$ cat src/rtl/crc_pkg.sv
// Shared widths, default CRC constants and packet FSM states for the
// byte-serial CRC-32 engine.
package crc_pkg;

  localparam int CRC_W  = 32;
  localparam int BYTE_W = 8;
  localparam int LEN_W  = 16;

  localparam logic [CRC_W-1:0] INIT_DEFAULT    = 32'hFFFF_FFFF;
  localparam logic [CRC_W-1:0] XOR_OUT_DEFAULT = 32'hFFFF_FFFF;
  localparam logic [LEN_W-1:0] LEN_MAX         = '1;

  typedef enum logic {
    IDLE,
    ACTIVE
  } pkt_state_e;

endpackage

$ cat src/rtl/crc_in_reg.sv
// Stage-1 register: holds one packet byte with its sop/eop flags and
// releases it whenever the update stage is not stalled.
module crc_in_reg
  import crc_pkg::*;
(
  input  logic              clk,
  input  logic              rstn,
  input  logic              in_valid,
  input  logic [BYTE_W-1:0] in_data,
  input  logic              in_sop,
  input  logic              in_eop,
  input  logic              stall,
  output logic              in_ready,
  output logic              valid_q,
  output logic [BYTE_W-1:0] d_q,
  output logic              sop_q,
  output logic              eop_q,
  output logic              advance
);

  assign advance  = valid_q && !stall;
  assign in_ready = !valid_q || advance;

  // A new byte may replace the held one in the same cycle it advances.
  always_ff @(posedge clk or negedge rstn) begin
    if (!rstn) begin
      valid_q <= 1'b0;
      d_q     <= '0;
      sop_q   <= 1'b0;
      eop_q   <= 1'b0;
    end else if (in_valid && in_ready) begin
      valid_q <= 1'b1;
      d_q     <= in_data;
      sop_q   <= in_sop;
      eop_q   <= in_eop;
    end else if (advance) begin
      valid_q <= 1'b0;
    end
  end

endmodule

$ cat src/rtl/crc_byte_engine.sv
// Table-driven reflected CRC-32 accumulator: drives the external lookup
// table address, folds its word into the running CRC and posts per-packet results.
module crc_byte_engine
  import crc_pkg::*;
#(
  parameter logic [CRC_W-1:0] INIT    = INIT_DEFAULT,
  parameter logic [CRC_W-1:0] XOR_OUT = XOR_OUT_DEFAULT
) (
  input  logic              clk,
  input  logic              rstn,
  input  logic              in_valid,
  output logic              in_ready,
  input  logic [BYTE_W-1:0] in_data,
  input  logic              in_sop,
  input  logic              in_eop,
  output logic [CRC_W-1:0]  tab_addr,
  input  logic [CRC_W-1:0]  tab_rdata,
  output logic              out_valid,
  input  logic              out_ready,
  output logic [CRC_W-1:0]  out_crc,
  output logic [LEN_W-1:0]  out_len,
  output logic              out_abort
);

  logic              valid_q, sop_q, eop_q, advance, stall, take;
  logic [BYTE_W-1:0] d_q;
  logic [CRC_W-1:0]  crc_q, base, crc_next;
  logic [LEN_W-1:0]  len_q, len_next;
  logic              abort_d;
  pkt_state_e        state_q, state_d;

  // Only an eop byte waiting behind an unconsumed result is held back.
  assign stall = eop_q && out_valid && !out_ready;

  crc_in_reg u_in_reg (
    .clk      (clk),
    .rstn     (rstn),
    .in_valid (in_valid),
    .in_data  (in_data),
    .in_sop   (in_sop),
    .in_eop   (in_eop),
    .stall    (stall),
    .in_ready (in_ready),
    .valid_q  (valid_q),
    .d_q      (d_q),
    .sop_q    (sop_q),
    .eop_q    (eop_q),
    .advance  (advance)
  );

  assign take     = advance && (sop_q || (state_q == ACTIVE));
  assign base     = sop_q ? INIT : crc_q;
  assign crc_next = (base >> BYTE_W) ^ tab_rdata;
  assign tab_addr = valid_q ? {{(CRC_W-BYTE_W){1'b0}}, base[BYTE_W-1:0] ^ d_q} : '0;
  assign len_next = sop_q ? LEN_W'(1) : ((len_q == LEN_MAX) ? LEN_MAX : len_q + LEN_W'(1));

  always_comb begin
    state_d = state_q;
    abort_d = 1'b0;
    if (advance) begin
      if (sop_q) begin
        abort_d = (state_q == ACTIVE);
        state_d = eop_q ? IDLE : ACTIVE;
      end else if ((state_q == ACTIVE) && eop_q) begin
        state_d = IDLE;
      end
    end
  end

  always_ff @(posedge clk or negedge rstn) begin
    if (!rstn) begin
      state_q   <= IDLE;
      out_abort <= 1'b0;
    end else begin
      state_q   <= state_d;
      out_abort <= abort_d;
    end
  end

  // Bytes outside a packet are consumed without touching the CRC or length.
  always_ff @(posedge clk or negedge rstn) begin
    if (!rstn) begin
      crc_q <= '0;
      len_q <= '0;
    end else if (take) begin
      crc_q <= crc_next;
      len_q <= len_next;
    end
  end

  always_ff @(posedge clk or negedge rstn) begin
    if (!rstn) begin
      out_valid <= 1'b0;
      out_crc   <= '0;
      out_len   <= '0;
    end else if (take && eop_q) begin
      out_valid <= 1'b1;
      out_crc   <= crc_next ^ XOR_OUT;
      out_len   <= len_next;
    end else if (out_valid && out_ready) begin
      out_valid <= 1'b0;
    end
  end

endmodule
$ cat config.mk
export PLATFORM = sky130hd
export DESIGN_NAME = crc_byte_engine
export DESIGN_NICKNAME = d
export VERILOG_FILES = /design/src/rtl/crc_pkg.sv /design/src/rtl/crc_in_reg.sv /design/src/rtl/crc_byte_engine.sv
export SDC_FILE = /design/constraint.sdc
export NUM_CORES = 1
export LEC_CHECK = 0
export BUFFER_PORTS_ARGS = -buffer_cell sky130_fd_sc_hd__buf_2
export CORE_MARGIN = 1.5
export CORE_UTILIZATION = 58
export DETAILED_ROUTE_END_ITERATION = 12
export HOLD_SLACK_MARGIN = 0.1
export PLACE_DENSITY = 0.93
export SETUP_SLACK_MARGIN = 0.5
export SLEW_MARGIN = 25
export SYNTH_ARGS = -nofsm -noshare
export SYNTH_HDL_FRONTEND = slang
export SYNTH_SLANG_ARGS = --single-unit
$ cat constraint.sdc
create_clock -name clk -period 2.9 [get_ports clk]
set_input_delay 0 -clock clk [delete_from_list [all_inputs] [get_ports clk]]
set_output_delay 0 -clock clk [all_outputs]
set_load 0.02 [all_outputs]
Word-level counts from Yosys, hierarchy flattened
Index checks and enable logic that the tools add are counted.
{"block": "totals", "register_bits": 110, "latch_bits": 0, "ram_bits": 0, "rom_bits": 0, "in_bits": 46, "output_inout_bits": 83, "elab_cells": 46, "memories": 0}
{"block": "classes", "n_addsub": 1, "mul": 0, "div_mod_pow": 0, "order_cmp": 0, "n_eq_ne": 1, "shifts": 0, "muxes": 13, "bitwise_logic": 3, "reduce_logical": 17}
{"operator": "16-bit two-way mux", "n": 2}
{"operator": "32-bit two-way mux", "n": 1}
{"operator": "32-bit inverter", "n": 1}
{"operator": "24-bit by 32-bit XOR with 32-bit output", "n": 1}
{"operator": "16-bit by 1-bit adder with 16-bit output, second input constant", "n": 1}
{"operator": "16-bit equality test, second input constant", "n": 1}
{"operator": "1-bit two-way mux", "n": 9}
{"operator": "1-bit logical AND", "n": 8}
{"operator": "8-bit two-way mux", "n": 1}
{"operator": "8-bit XOR", "n": 1}
{"operator": "2-bit nonzero test", "n": 3}
{"operator": "1-bit zero test", "n": 3}
{"operator": "1-bit logical OR", "n": 2}
{"operator": "2-bit AND reduction", "n": 1}

Depth between registers and ports, before layout
Gate-level depths: netlist (run 1).
{"block": "depth", "word_depth": 7, "ltp_mapped": 6, "ltp_nobuf": 5}

Hierarchy
From an unflattened synthesis (run 1), not the netlist that was laid out.
{"block": "unflattened", "hier_cells": 507, "area_unflattened_um2": 5406.4}
{"module": "crc_byte_engine", "n_inst": 1, "cells_per_inst": 481, "area_each_um2": 4942.2, "seq_area_each_um2": 2477.4}
{"module": "crc_in_reg", "n_inst": 1, "cells_per_inst": 26, "area_each_um2": 464.2, "seq_area_each_um2": 275.3}

Least setup slack after synthesis (run 1)
OpenSTA, ideal clock, no wires.
{"block": "synth_path", "kind": "register to register", "start": "reg out_valid", "end": "reg u_in_reg.d_q[0]", "setup_time_ns": 0.125, "t_arrival_ns": 1.762, "t_required_ns": 2.775, "slack_ns": 1.013, "path_stages_with_launch": 6, "n_path_buf": 1, "synth_period_minus_slack_ns": 1.887, "cell_sequence": "dfrtp_1 -> nor2b_1 -> clkbuf_1 -> nand3_1 -> nand2_1 -> mux2_2"}
{"block": "synth_via", "elab_chain_cells": 6}
{"item": "start: declaration", "line_no": "crc_byte_engine.sv:18", "source": "output logic out_valid,"}
{"item": "start signal: assignment", "line_no": "crc_byte_engine.sv:93", "source": "out_valid <= 1'b0;"}
{"item": "start signal: assignment", "line_no": "crc_byte_engine.sv:97", "source": "out_valid <= 1'b1;"}
{"item": "start signal: assignment", "line_no": "crc_byte_engine.sv:101", "source": "out_valid <= 1'b0;"}
{"item": "1-bit logical AND (2 in a row)", "line_no": "crc_byte_engine.sv:33", "source": "assign stall = eop_q && out_valid && !out_ready;"}
{"item": "1-bit zero test", "line_no": "crc_in_reg.sv:21", "source": "assign advance = valid_q && !stall;"}
{"item": "1-bit logical AND", "line_no": "crc_in_reg.sv:21"}
{"item": "1-bit logical OR", "line_no": "crc_in_reg.sv:22", "source": "assign in_ready = !valid_q || advance;"}
{"item": "named net in_ready", "line_no": "crc_byte_engine.sv:12", "source": "output logic in_ready,"}
{"item": "1-bit logical AND", "line_no": "crc_in_reg.sv:31", "source": "end else if (in_valid && in_ready) begin"}
{"item": "end signal: assignment", "line_no": "crc_in_reg.sv:33", "source": "d_q <= in_data;"}
{"item": "end: declaration", "line_no": "crc_in_reg.sv:15", "source": "output logic [BYTE_W-1:0] d_q,"}
The timed path passes the listed nets, and every way through them passes these cells.
A chain may end at the register's enable or synchronous reset.

Final worst setup path (run 1)
{"block": "layout_path", "start": "reg len_q[0]", "end": "reg out_len[5]"}
{"block": "layout_via", "elab_chain_cells": 3, "elab_cells_between_ends": 4, "classes_between": "add/sub: 1; eq/ne: 1; mux: 2"}
{"item": "start: declaration", "line_no": "crc_byte_engine.sv:28", "source": "logic [LEN_W-1:0] len_q, len_next;"}
{"item": "start signal: assignment", "line_no": "crc_byte_engine.sv:87", "source": "len_q <= len_next;"}
{"item": "16-bit by 1-bit adder with 16-bit output or 16-bit equality test (tied branches)", "line_no": "crc_byte_engine.sv:55", "source": "assign len_next = sop_q ? LEN_W'(1) : ((len_q == LEN_MAX) ? LEN_MAX : len_q + LEN_W'(1));"}
{"item": "16-bit two-way mux (*) (2 in a row)", "line_no": "crc_byte_engine.sv:55"}
{"item": "end signal: assignment", "line_no": "crc_byte_engine.sv:99", "source": "out_len <= len_next;"}
{"item": "end: declaration", "line_no": "crc_byte_engine.sv:21", "source": "output logic [LEN_W-1:0] out_len,"}
Mark *: on every way between the ends. The rest lies on a longest branch, timed or not.

==> results of run 1 <==
==> routing by layer <==
metal | global-route usage | part of all wire | vias to the layer above
li1 | - | - | 2150
met2 | 0.512 | 0.50 | 251
met5 | 0 | 0 | -
met4 | 0.121 | 0.034 | 0
met1 | 0.387 | 0.39 | 2275
met3 | 0.0752 | 0.073 | 49
==> state kept, by name (all words and copies together) (netlist names) <==
signal	flops
out_len	16
state_q	1
u_in_reg.valid_q	1
u_in_reg.eop_q	1
len_q	16
out_abort	1
u_in_reg.d_q	8
u_in_reg.sop_q	1
out_crc	32
out_valid	1
crc_q	32
==> how the worst max path moves through the flow <==
| stage | from | endpoint | slack (ps) | depth (start not counted) |
|---|---|---|---|---|
| 2_1_floorplan | out_valid | u_in_reg.d_q[0] | 1010 | 5 |
| 3_3_place_gp | len_q[0] | len_q[0] | 840 | 5 |
| 3_5_place_dp | len_q[0] | len_q[0] | 810 | 5 |
| 4_1_cts | len_q[0] | len_q[0] | 780 | 5 |
| 5_1_grt | len_q[0] | len_q[5] | 560 | 6 |
| 6_report | len_q[0] | out_len[5] | 700 | 6 |
==> what timing repair did <==
action / 4_1_cts / 5_1_grt
hold buffers: 46 / 0
resized for setup: 0 / 0
hold endpoints to repair: 130 / 0
==> power by group through the flow <==
stage	clock, mW	sequential [mW]	combinational (mW)
2_1_floorplan	0	2.52	0.846
3_3_place_gp	0	2.28	1.59
3_5_place_dp	0	2.31	1.64
4_1_cts	1.09	2.29	1.70
5_1_grt	1.15	2.36	1.91
6_report	1.09	2.32	1.74
==> synth_stat cells (5+ instances only) <==
cell      instances  area share
nand2_1         148        0.11
xor2_1           16       0.027
a22o_1            6       0.010
and4_1            6       0.010
buf_4            24       0.034
xnor2_1          20       0.033
a31oi_1           5      0.0059
o21ai_0          57       0.054
nor2_1           46       0.033
nand4_1           7      0.0083
a21o_1            5      0.0071
o21ai_1           6      0.0057
nand3_1          14       0.013
inv_1             6      0.0043
buf_2             5      0.0047
a21oi_1          10      0.0095
dfrtp_1         110        0.52
mux2_2           10       0.021
clkbuf_1         26       0.018
==> cell families (layout without fill, tap and decap cells) <==
| kind of cell | Yosys count | in the layout |
|---|---|---|
| simple gates | 248 | 248 |
| flops | 110 | 110 |
| compound gates | 105 | 105 |
| buf+inv | 64 | 183 |
| xor+xnor | 36 | 36 |
| mux | 11 | 11 |
| fa+ha+maj | 1 | 1 |
| other cells | 1 | 24 |
==> cell type report <==
type / count / area (um2) / area share
repair buffers: 160 / 1070 / 0.165
flip-flops and latches: 110 / 2750 / 0.424
well taps: 108 / 135 / 0.0208
clock inverters: 7 / 114 / 0.0175
inverters: 7 / 26.3 / 0.00404
multi-input cells: 425 / 2270 / 0.350
clock buffers: 9 / 124 / 0.0191
==> through the flow <==
stage                     worst slack [ps]  cells  power [mW]
after detailed placement               807    764        3.95
after CTS                              780    826        5.08
final                                  701    826        5.14
after global routing                   556    826        5.42
after floorplan                       1010    599        3.37
after global placement                 843    764        3.87
==> metrics.yaml, run 1 <==
power.leakage_nw: 3.26
final_cell_mix: "148 x nand2_1, 110 x dfrtp_1, 103 x buf_2"
hold_viol_final: 0
path_delay_family: "simple AND/OR/NAND/NOR gates"
initial_utilization: 0.603
drive_above_1_share: 0.217
place_hpwl_um: 8810
grt_pass1_vias: 4691
combPwrFrac: 0.338
synth_flop_cell: "dfrtp_1"
synth_xor_area_frac: 0.0597
clkTransAtPathRegs_ps: 110
p_sw_frac: 0.400
hold_class: "input port to async pin"
critPathBufInv: 1
synth_edf_count: 0
vdd_ir_drop_max_mv: 0.499
relSlewSlack: 0.519
synth-compound-area-share: 0.117
path_max_fanout: 9
setup_viol: 0
core_area_um2: 8760
grt.total_usage: 0.307
critPathRequiredTime_ps: 3200
grt_first_pass_wirelength_um: 23400
drv_slew: 0
p_sw_mw: 2.06
fp.dieArea_um2: 9680
fin_nets: 760
synth-seq-cells: 110
ioPinCount: 129
p_per_area_nw_per_um2: 791
numPortBuffers: 104
period_share: 0.758
arrival_ps: 2490
htree_levels: 3
syn_area_um2: 5280
diodes: 0
synth-simple-area-share: 0.210
synth_seq_area_share: 0.521
cp-start-kind: "flip-flop"
pwr-share-seq: 0.451
fill_cells: 609
syn_avg_cell_area_um2: 9.17
rsz0062_at_grt: "no"
drt_iter0_markers: 294
cpPeakStageDelay_ps: 580
intPower_mw: 3.08
clkPwrFrac: 0.211
cp-end-kind: "flip-flop"
synthMuxAreaShare: 0.0232
routabilityCongestion: 0.916
r2r_cells: 6
overflow: 0
critPathKind: "flip-flop to flip-flop"
worstMarginPinSlew_ps: 721
finalClockSkew_ps: 13.1
place_area_um2: 5800
antenna_found_initial: 0
async_flop_share: 1.00
crit_chain: "ha_1 -> nand3_2 -> nor4_2 -> buf_4 -> a21oi_1 -> o21ai_0"
drc: 0
routed_via_density: 5.72
r2r_start: "len_q[0]"
grt_max_degree: 58
ant_nets: 0
ys_warn_count: 0
clkLatencyLatePin_ps: 390
die_w_um: 98.4
post-cts-setup-buffers: 0
fin_setup_tns_ps: 0
synth_cell_type_count: 52
cts_sinks: 110
hold_ws_ps: 200
regToRegSetupSlack_ps: 700
cts_tree: "done"
finish.instance_area_um2: 6500
rows: 34
wirelength_um: 14400
slowest_stage: "nor4_2"
syn_to_final_growth_pct: 23.1
root_buffer: "clkbuf_8"
vias: 4725
die_y_um: 98.4
drv_cap: 0
synth_top_family_by_area: "simple AND/OR/NAND/NOR gates"
wl_per_cell_um: 17.4
synth-adder-area-share: 0.00237
fin_crit_ps: 2200
final_common_cell: "nand2_1"
clock.fmax_ghz: 0.455
drt_pass1_iterations: 5
syn-instance-count: 576
cts_buffers: 9
r2r_end: "out_len[5]"
status: "completed"
clock_path_buffers: 2
utilization: 0.741
Note: power is estimated with default switching activity, not from simulation.
==> inputs of run 2 (changes only) <==
Settings changed: ABC_AREA set to 1, CORE_UTILIZATION 58 to 53, PLACE_DENSITY 0.93 to 0.86.
Clock period 2.9 ns to 2.16 ns, I/O delays scaled along.
==> run 2 against run 1 <==
Effect of this change:
- area after synthesis is 1.5% lower
- power is 23% higher
- register-to-register slack worse by 170 ps
- combinational power is 22% higher
- clock skew is 5.5 ps lower
- worst setup slack worse by 170 ps
- worst hold slack worse by 67 ps
- sequential power is 29% higher
- sequential cell count stayed put
- largest power group unchanged
==> metrics.yaml, run 2 <==
status: "completed"
arrival_ps: 1930
cpPeakStageDelay_ps: 360
syn_area_um2: 5200
syn_avg_cell_area_um2: 8.51
drv_slew: 0
die_w_um: 102
finish.instance_area_um2: 6430
power.leakage_nw: 3.40
met3_usage: 0.0568
vdd_ir_drop_max_mv: 0.633
routed_via_density: 5.22
vias: 4619
fin_crit_ps: 1630
drc: 0
place_ws_ps: 369
synth_edf_count: 0
crit_chain: "ha_1 -> nand3_2 -> inv_1 -> nand2_2 -> nor2_4 -> nand2_2 -> nand2_1 -> nand2_1 -> o21ai_0"
cp-end-kind: "flip-flop"
place_area_um2: 5700
p_per_area_nw_per_um2: 985
use_met1: 0.360
core_area_um2: 9370
relSlewSlack: 0.644
final_cell_mix: "221 x nand2_1, 108 x dfrtp_1, 103 x buf_2"
place_hpwl_um: 8220
routabilityCongestion: 0.945
numPortBuffers: 104
drt_pass1_iterations: 5
busiest_layer: "met2"
slowest_stage: "dfrtp_1"
synth_seq_area_share: 0.529
path_delay_family: "simple AND/OR/NAND/NOR gates"
finalClockSkew_ps: 7.61
antenna_found_initial: 0
critPathRequiredTime_ps: 2460
worstMarginPinSlew_ps: 533
cts_tree: "done"
ioPinCount: 129
fin_nets: 798
drive_above_1_share: 0.208
placedCellCount: 822
path_max_fanout: 7
fill_cells: 732
syn-instance-count: 611
syn_to_final_growth_pct: 23.6
hold_viol_final: 0
synth_area_leaders: "dfrtp_1 53%, nand2_1 16%, xnor2_1 4.4%"
clkTransAtPathRegs_ps: 110
r2r_start: "len_q[0]"
async_flop_share: 1.00
wl_per_cell_um: 14.9
die_y_um: 102
htree_levels: 3
overflow: 0
initial_utilization: 0.555
met2_usage: 0.439
crit_path_start: "len_q[0]"
grt.total_usage: 0.267
yosysMostFrequentCell: "nand2_1"
netlist.area_leader.share: 0.529
reg_top3: "crc_q x32, out_crc x32"
drv_cap: 0
ant_nets: 0
drt_iter0_markers: 331
clock.fmax_ghz: 0.613
final_common_cell: "nand2_1"
setup_slack_ps: 529
grt_first_pass_wirelength_um: 21600
finalNonFillerCells: 885
synth_flop_cell: "dfrtp_1"
diodes: 0
rsz0062_at_grt: "yes"
root_buffer: "clkbuf_8"
ys_top_cells_by_count: "221 x nand2_1, 110 x dfrtp_1, 40 x nand3_1"
synth_cell_type_count: 25
hold_class: "input port to async pin"
cts_sinks: 110
clock_path_buffers: 2
wirelength_um: 13200
setup_viol: 0
critPathKind: "flip-flop to flip-flop"
rows: 35
critPathBufInv: 1
cp-start-kind: "flip-flop"
grt_pass1_vias: 4445
period_share: 0.755
cts_buffers: 9
yosysTopAreaCell: "dfrtp_1"
synth-seq-cells: 110
fin_setup_tns_ps: 0
ys_warn_count: 0
fp.dieArea_um2: 10400
clkLatencyLatePin_ps: 380
grt_max_degree: 53
[run 2: cell count changes in the layout (fill, tap and decap cells not counted), sizes merged, moves of 7 or more]
cell | before | now
a21oi | 13 | 3
inv | 9 | 29
nand2 | 148 | 225
nand3 | 15 | 40
nor2 | 46 | 38
nor3 | 4 | 17
o21a | 1 | 8
o21ai | 66 | 44
xor2 | 16 | 5
[run 2: final timing paths]
kind	to	slack [ps]	depth (start not counted)
worst max-delay path	len_q[2]	530	9
worst min-delay path	crc_q[4]	130	2
worst max register to register	len_q[2]	530	9
worst min register to register	out_len[12]	490	2
max in group asynchronous	len_q[5]	1260	3
min in group clk	u_in_reg.valid_q	150	3
[run 2: power by group]
group / switching [mW] / leakage (nW) / internal, mW
Sequential: 0.379 / 1.39 / 2.61
Combinational: 1.36 / 1.91 / 0.776
Clock: 0.741 / 0.0950 / 0.470
[run 2: layout make-up]
cell class,count,area (um2),share of cell area
well taps,129,161,0.0251
clock buffers,10,138,0.0214
clock inverters,6,53.8,0.00837
repair buffers,158,1080,0.168
inverters,27,104,0.0161
flip-flops and latches,110,2760,0.428
multi-input cells,445,2140,0.332
[run 2: per-layer routing]
metal	wire (um)	vias to the layer above
li1	-	2166
met1	5300	2188
met2	6590	233
met3	1040	32
met4	263	0
met5	0	-
[run 2: cells by family after synthesis]
group / Yosys count / share of synthesized area
flops: 110 / 0.529
simple gates: 322 / 0.249
mux: 9 / 0.0195
other cells: 1 / 0.000721
buf+inv: 80 / 0.0859
compound gates: 57 / 0.0606
xor+xnor: 31 / 0.0522
fa+ha+maj: 1 / 0.00241
[run 2: metrics by stage]
step / utilization / hold slack [ps] / power (mW)
after floorplan: - / -296 / 4.34
after detailed placement: 0.608 / 15.8 / 5.00
after CTS: 0.678 / 139 / 6.27
after global placement: 0.608 / 8.51 / 4.90
after global routing: 0.686 / 172 / 6.71
final: 0.686 / 134 / 6.33
[run 2: worst reg2reg max path, delay by kind of cell (launching register included)]
kind,cells,cell delay [ps]
fa+ha+maj,1,210
flops,1,360
simple gates,6,720
compound gates,1,170
buf+inv,1,90
[run 2: timing repair]
item,CTS,global route
hold endpoints to repair,159,0
setup buffers,0,2
resized for setup,6,16
endpoints found under the setup margin,56,107
hold buffers,44,0
cloned,0,1
==> inputs of run 3 (changes only) <==
Settings changed: CORE_UTILIZATION 53 to 48, PLACE_DENSITY 0.86 to 0.83.
Clock period 2.16 ns to 1.3 ns, I/O delays scaled along.
==> run 3 against run 2 <==
Effect of this change:
- the flow now finishes with violations (setup timing)
- clock skew is 26 ps higher
- highest routed layer is now met5
- count of clock-buffer cells in the layout did not move
- sequential power increased by 90%
- non-clock buffer count increased by 118
- critical endpoint is now len_q[14]
- sequential share of layout area decreased by 15 points
- critical path depth decreased by 1
- power increased to 2.6 times the previous value
==> metrics.yaml, run 3 (synthesis gave the netlist of run 2 again) <==
ant_nets: 0
regArea_um2: 2760
clkTransAtPathRegs_ps: 140
setup_viol: 118
numPortBuffers: 104
wirelength_um: 31600
fp.dieArea_um2: 11500
finalClockSkew_ps: 33.7
ioPinCount: 129
die_y_um: 107
cts_tree: "done"
syn_to_final_growth_pct: 88.6
vdd_ir_drop_max_mv: 1.35
fin_setup_tns_ps: -45960
root_buffer: "clkbuf_8"
rsz0062_at_grt: "yes"
routed_via_density: 6.64
p_sw_frac: 0.439
final_common_cell: "nand2_1"
intPower_mw: 9.42
drt_pass1_iterations: 6
htree_levels: 3
violations: "setup timing"
critPathBufInv: 0
placedCellCount: 865
arrival_ps: 2390
diodes: 0
fin_nets: 916
period_share: 1.57
grt_max_degree: 44
utilization: 0.942
finish.instance_area_um2: 9810
combPwrFrac: 0.515
drv_slew: 0
finalNonFillerCells: 1010
regToRegSetupSlack_ps: -740
path_max_fanout: 7
antenna_found_initial: 2
clkLatencyLatePin_ps: 410
routabilityCongestion: 0.925
cts_sinks: 110
cp-start-kind: "flip-flop"
fin_crit_ps: 2040
cts_buffers: 9
critPathRequiredTime_ps: 1640
overflow: 0
final_cell_mix: "110 x nand2_1, 106 x dfrtp_1, 77 x buf_6"
grt_pass1_vias: 5718
cp-end-kind: "flip-flop"
slowest_stage: "dfrtp_1"
drt_iter0_markers: 1028
power.leakage_nw: 4.84
p_per_area_nw_per_um2: 1710
hold_class: "input port to flip-flop"
critPathKind: "flip-flop to flip-flop"
status: "finished with violations"
place_hpwl_um: 8930
reg_top3: "crc_q x32, out_crc x32"
core_area_um2: 10400
clkPwrFrac: 0.146
vias: 6703
rows: 37
grt_first_pass_wirelength_um: 29700
drv_cap: 0
drive_above_1_share: 0.573
fill_cells: 261
multi_input_area_um2: 3590
wl_per_cell_um: 31.3
place_ws_ps: -219
pwr-share-seq: 0.339
grt.total_usage: 0.342
drc: 0
initial_utilization: 0.499
clock.fmax_ghz: 0.490
crit_chain: "nand2_1 -> nor2_2 -> nand2_4 -> nor2_4 -> nand2_4 -> nand3_2 -> nand3_1 -> nand2_1"
p_total_mw: 16.8
setup_slack_ps: -741
place_area_um2: 6300
die_w_um: 107
postCtsHoldBufs: 44
cpPeakStageDelay_ps: 440
hold_ws_ps: 46.3
path_delay_family: "simple AND/OR/NAND/NOR gates"
hold_viol_final: 0
clock_path_buffers: 2
p_sw_mw: 7.37
run 3: changes by cell type in the layout (fill, tap and decap cells not counted), sizes merged:
| cell | previous run | this run |
|---|---|---|
| buf | 114 | 219 |
| bufinv | 0 | 1 |
| clkbuf | 10 | 23 |
| clkinv | 3 | 1 |
| inv | 29 | 30 |
run 3: layout make-up:
cell class                      instances  area share
Multi-Input combinational cell        445       0.366
Timing Repair Buffer                  276       0.301
Sequential cell                       110       0.281
Tap cell                              136      0.0173
Clock buffer                           10      0.0140
Inverter                               27      0.0126
Clock inverter                          6     0.00765
run 3: worst paths after layout:
check / cells after the start / to / start
setup / recovery: 8 / len_q[14] / len_q[7]
hold / removal: 4 / u_in_reg.valid_q / in_valid
setup reg to reg: 8 / len_q[14] / len_q[7]
hold reg to reg: 2 / out_len[0] / out_len[0]
max in group asynchronous: 3 / len_q[5] / rstn
min in group asynchronous: 2 / crc_q[9] / rstn
run 3: metal layers:
metal	part of all wire	track usage
met2	0.43	0.605
met4	0.11	0.205
met1	0.31	0.377
met3	0.15	0.0699
met5	0.00073	0
run 3: tightest hold or removal path, cell delays in order:
cell and delay (ps):
buf_2 140, nand2_2 110, buf_6 140, nand2_2 60
run 3: power by group through the flow:
| stage | sequential, mW | combinational, mW | clock [mW] |
|---|---|---|---|
| after CTS | 5.10 | 5.27 | 2.23 |
| final | 5.68 | 8.65 | 2.45 |
| after floorplan | 5.50 | 1.92 | 0 |
| after global placement | 4.93 | 3.63 | 0 |
| after detailed placement | 4.96 | 3.74 | 0 |
| after global routing | 5.70 | 8.82 | 2.55 |
run 3: timing repair:
action,4_1_cts,5_1_grt
gates cloned,8,18
gates resized for setup,197,276
pin swaps,22,57
buffers inserted,26,33
endpoints found under the hold margin,188,1
endpoints found under the setup margin,169,169
